<file path="src/rtl/ui_button_conditioner.sv">
// Multi-channel front-panel button conditioner: synchroniser, debounce, press/release
// pulses and a Step stream with hold-to-auto-repeat for menu value editing.
module ui_button_conditioner #(
  parameter int N_BTN        = 4,
  parameter int SYNC_STAGES  = 2,
  parameter int DEBOUNCE_CYC = 50000,
  parameter int REPEAT_DELAY = 25000000,
  parameter int REPEAT_RATE  = 5000000,
  parameter int CNT_W        = 32
) (
  input  logic             CLK,
  input  logic             RST_N,
  input  logic [N_BTN-1:0] Button,
  input  logic             Enable,
  output logic [N_BTN-1:0] State,
  output logic [N_BTN-1:0] Press,
  output logic [N_BTN-1:0] Release,
  output logic [N_BTN-1:0] Step,
  output logic             Any
);

  typedef enum logic [1:0] {
    IDLE,
    HELD_WAIT,
    REPEATING
  } btn_fsm_e;

  localparam logic [CNT_W-1:0] DEB_LAST   = CNT_W'(DEBOUNCE_CYC - 1);
  localparam logic [CNT_W-1:0] DELAY_LAST = CNT_W'(REPEAT_DELAY - 1);
  localparam logic [CNT_W-1:0] RATE_LAST  = (REPEAT_RATE > 0) ? CNT_W'(REPEAT_RATE - 1) : '0;

  logic [SYNC_STAGES-1:0][N_BTN-1:0] sync_q;
  logic [N_BTN-1:0]                  sync_btn;

  // NOTE: every flop, synchroniser included, is cleared by reset so a button held
  // through reset deassert is seen as a fresh edge rather than inherited state.
  always_ff @(posedge CLK or negedge RST_N) begin
    if (!RST_N) begin
      sync_q <= '0;
    end else begin
      sync_q <= {sync_q[SYNC_STAGES-2:0], Button};
    end
  end

  assign sync_btn = sync_q[SYNC_STAGES-1];

  for (genvar i = 0; i < N_BTN; i++) begin : g_ch
    logic [CNT_W-1:0] deb_cnt_q, deb_cnt_d;
    logic [CNT_W-1:0] rep_cnt_q, rep_cnt_d;
    logic             level_q, level_d;
    btn_fsm_e         fsm_q, fsm_d;
    logic             press_q, press_d;
    logic             release_q, release_d;
    logic             step_q, step_d;
    logic             rise, fall;

    // NOTE: defaults first in every combinational block, so no path leaves a
    // signal unassigned and no latch is inferred.
    always_comb begin
      deb_cnt_d = '0;
      level_d   = level_q;
      if (sync_btn[i] != level_q) begin
        if (deb_cnt_q == DEB_LAST) begin
          level_d = ~level_q;
        end else begin
          deb_cnt_d = deb_cnt_q + 1'b1;
        end
      end
    end

    assign rise = level_d & ~level_q;
    assign fall = ~level_d & level_q;

    // A falling level wins over any repeat tick due in the same cycle.
    always_comb begin
      fsm_d     = fsm_q;
      rep_cnt_d = rep_cnt_q;
      press_d   = 1'b0;
      release_d = 1'b0;
      step_d    = 1'b0;
      if (fall) begin
        fsm_d     = IDLE;
        rep_cnt_d = '0;
        release_d = 1'b1;
      end else begin
        unique case (fsm_q)
          IDLE: begin
            if (rise) begin
              press_d   = 1'b1;
              step_d    = 1'b1;
              rep_cnt_d = '0;
              fsm_d     = HELD_WAIT;
            end
          end
          HELD_WAIT: begin
            if (REPEAT_RATE == 0) begin
              if (rep_cnt_q != '1) rep_cnt_d = rep_cnt_q + 1'b1;
            end else if (rep_cnt_q == DELAY_LAST) begin
              step_d    = 1'b1;
              rep_cnt_d = '0;
              fsm_d     = REPEATING;
            end else begin
              rep_cnt_d = rep_cnt_q + 1'b1;
            end
          end
          REPEATING: begin
            if (rep_cnt_q == RATE_LAST) begin
              step_d    = 1'b1;
              rep_cnt_d = '0;
            end else begin
              rep_cnt_d = rep_cnt_q + 1'b1;
            end
          end
          default: fsm_d = IDLE;
        endcase
      end
    end

    // NOTE: state registers use non-blocking assignments so every flop samples
    // the pre-edge values of the others.
    always_ff @(posedge CLK or negedge RST_N) begin
      if (!RST_N) begin
        deb_cnt_q <= '0;
        rep_cnt_q <= '0;
        level_q   <= 1'b0;
        fsm_q     <= IDLE;
        press_q   <= 1'b0;
        release_q <= 1'b0;
        step_q    <= 1'b0;
      end else begin
        deb_cnt_q <= deb_cnt_d;
        rep_cnt_q <= rep_cnt_d;
        level_q   <= level_d;
        fsm_q     <= fsm_d;
        // Enable only masks the pulses; the FSM keeps its cadence underneath.
        press_q   <= press_d & Enable;
        release_q <= release_d & Enable;
        step_q    <= step_d & Enable;
      end
    end

    assign State[i]   = level_q;
    assign Press[i]   = press_q;
    assign Release[i] = release_q;
    assign Step[i]    = step_q;
  end

  assign Any = |State;

endmodule
</file>
<file path="config.mk">
export PLATFORM = sky130hd
export DESIGN_NAME = ui_button_conditioner
export DESIGN_NICKNAME = d
export VERILOG_FILES = /design/src/rtl/ui_button_conditioner.sv
export SDC_FILE = /design/constraint.sdc
export NUM_CORES = 1
export LEC_CHECK = 0
export BUFFER_PORTS_ARGS = -buffer_cell sky130_fd_sc_hd__buf_2
export CORE_MARGIN = 1.5
export CORE_UTILIZATION = 35
export DETAILED_ROUTE_END_ITERATION = 8
export PLACE_DENSITY_LB_ADDON = 0.05
export SLEW_MARGIN = 20
export SYNTH_ARGS = -nofsm -noshare
export SYNTH_HDL_FRONTEND = slang
export SYNTH_SLANG_ARGS = --single-unit
</file>
<file path="constraint.sdc">
create_clock -name CLK -period 2.8 [get_ports CLK]
set_clock_uncertainty 0.05 [all_clocks]
set_input_delay 0.56 -clock CLK [delete_from_list [all_inputs] [get_ports CLK]]
set_output_delay 0.56 -clock CLK [all_outputs]
set_load 0.005 [all_outputs]
</file>
==> results.json <==
{
  "power.density_mw_per_mm2": 413,
  "peakVddDrop_uv": 411,
  "clockBufferDepth": 3,
  "dieWidth_um": 215,
  "arrival_ps": 3520,
  "port_buffers": 23,
  "synth_top_cell_area_share_pct": 45.9,
  "grt_pass1_vias": 13700,
  "track_usage_pct": 18.4,
  "r2r_cells": 11,
  "rsz0062_at_grt": "true",
  "hold_violations": 0,
  "utilization_pct": 49.4,
  "hold_class": "in2reg",
  "hpwl_um": 28600,
  "path_buf_inv": 3,
  "io_pins": 24,
  "drc": 0,
  "cts-root-buf": "clkbuf_16",
  "hp-start": "Button[0]",
  "endpoint": "g_ch[0].rep_cnt_q[31]",
  "cp.required_ps": 3230,
  "wl_per_cell_um": 16.5,
  "ant_nets": 0,
  "die_h_um": 215,
  "fin_crit_sh_pct": 110,
  "syn_to_final_growth_pct": 39.0,
  "tightest_slew_ps": 646,
  "vias": 14000,
  "synth_edf_count": 0,
  "status": "finished with violations",
  "critPathLaunchType": "register",
  "yosys_warnings": 0,
  "slew_headroom_pct": 56.6,
  "clock-sinks": 288,
  "clk_latency_ps": 540,
  "synth.most_common_cell": "dfrtp_1",
  "clk_pin_slew_worst_paths_ps": 60,
  "synth_ff_type": "dfrtp_1",
  "drive_gt1_share_pct": 28.4,
  "async_reset_ff_share_pct": 100,
  "final-max-slew-violation-count": 0,
  "finalSetupViolations": 67,
  "crit_family": "simple AND/OR/NAND/NOR gates",
  "worst-path-stages": 11,
  "cpMaxStageDelayCell": "or4_4",
  "core-area_mm2": 0.0442,
  "crit_fanout": 6,
  "critPathMaxStageDelay_ps": 550,
  "synth-seq-cells": 288,
  "fill_cells": 4184,
  "rows": 77,
  "drt-pass1-iter-count": 5,
  "yosysTopAreaCell": "dfrtp_1",
  "cts_made_buffers": 36,
  "cts_tree": "built",
  "rrSetupSlack_ps": -290,
  "grt_overflow_total": 0,
  "antenna_found_initial": 0,
  "synth_common_cells": "dfrtp_1 (288), nand2_1 (199), nor2_1 (196), nand3_1 (137), nand4_1 (74)",
  "violations": "negative setup slack",
  "antenna_cells": 0,
  "syn_area_per_cell_um2": 8.97,
  "end_kind": "register",
  "period_minus_slack_ps": 3090,
  "synth_fp_nets": 1795,
  "grt_max_degree": 60,
  "rr_endpoint": "g_ch[0].rep_cnt_q[31]",
  "vias_per_cell": 5.27,
  "synth_area_leaders": "dfrtp_1 (46%), nand2_1 (4.8%), nor2_1 (4.7%)",
  "initialDrtViolationCount": 737,
  "nets": 2083,
  "synth_seq_area_share_pct": 45.9,
  "h-tree-depth": 2,
  "leakagePower_uw": 0.00917,
  "syn_area_mm2": 0.0157,
  "grt_pass1_wl_um": 70700,
  "setup_ws_ps": -288,
  "ys_types": 67,
  "routed_wl_um": 43900,
  "fmax_mhz": 324,
  "reg2reg_from": "g_ch[0].deb_cnt_q[18]",
  "startpoint": "g_ch[0].deb_cnt_q[18]",
  "maxCapViolCount": 0,
  "crit_chain": "or4_4, nor4_4, buf_4, mux2i_4, inv_2, ha_4, a21oi_4, o211ai_4, buf_12, or4_1, nand3_1",
  "gp_congestion": 0.788,
  "initial_core_util_pct": 35.5,
  "dieArea_mm2": 0.0462,
  "crit_type": "reg2reg",
  "whs_ps": 71.9,
  "netlist_instances": 1752
}
cell families (layout without fill, tap and decap cells):
family,after synthesis,in the layout,share of synthesized area [%]
muxes,6,6,0.382
DFF,288,288,45.9
adders and majority gates,36,36,2.87
buffers and inverters,141,452,3.93
and+or+nand+nor,912,912,29.6
AOI/OAI and AO/OA,250,251,10.8
xor gates and xnor gates,119,119,6.63
worst min-delay path by stage:
| stage | endpoint | slack [ps] | cells past startpoint |
|---|---|---|---|
| finish | sync_q[0] | 70 | 1 |
| CTS | sync_q[0] | 40 | 1 |
| global placement | sync_btn[2] | 280 | 0 |
| floorplan | g_ch[0].deb_cnt_q[0] | 210 | 0 |
| detailed placement | sync_btn[1] | 300 | 0 |
| global route | sync_q[0] | 40 | 1 |
final cells by class:
class | instances | area, um2 | share of cell area, %
Clock buffer | 53 | 1070 | 4.88
Inverter | 71 | 267 | 1.22
Timing Repair Buffer | 319 | 2890 | 13.2
Tap cell | 592 | 741 | 3.39
Multi-Input combinational cell | 1324 | 9590 | 43.9
Sequential cell | 288 | 7210 | 33.0
Clock inverter | 9 | 95.1 | 0.435
placed cells by master (no fill, tap or decap), types with 48 or more instances in the layout:
cell	n
buf_4	220
buf_6	48
dfrtp_1	288
inv_1	69
nand2_1	183
nand3_1	117
nand4_1	74
nor2_1	192
xnor2_1	54
xor2_1	63
stage by stage:
stage / cell area, um2 / cells / setup TNS (ps) / power, uW / setup slack, ps
2_1_floorplan: 15800 / 1752 / 0 / 4320 / 4.69
3_3_place_gp: 18300 / 2538 / -22570 / 4480 / -384
3_5_place_dp: 18300 / 2538 / -22870 / 4480 / -402
4_1_cts: 20200 / 2622 / -5690 / 9230 / -238
5_1_grt: 21900 / 2656 / -22910 / 9400 / -393
6_report: 21900 / 2656 / -7960 / 9030 / -288
flip-flops by register name, indices dropped and copies added, names as in the netlist:
signal	cells
g_ch.deb_cnt_q	128
g_ch.release_q	4
g_ch.press_q	4
g_ch.step_q	4
sync_btn	4
g_ch.fsm_q	8
sync_q	4
g_ch.level_q	4
g_ch.rep_cnt_q	128
report_power, final:
part	switching, uW	total [uW]	internal, uW
combinational	144	202	57.9
sequential	12.3	4200	4180
clock	1830	4630	2810
timing repair:
item                                   in CTS  in global routing
pin swaps                                  50                 96
setup buffers                              20                 33
resized for setup                         147                260
endpoints found under the hold margin      49                  0
setup endpoints to repair                 115                131
cloned                                      5                  6
hold buffers                                1                  0
layer usage:
layer  GRT usage [%]  wire [um]  vias to the layer above
met2            30.0      21100                      157
met4            4.25        655                        0
li1                -          -                     6908
met3            3.34       1390                       45
met5               0          0                        -
met1            25.2      20800                     6891
Power figures use the tool's default switching activity.
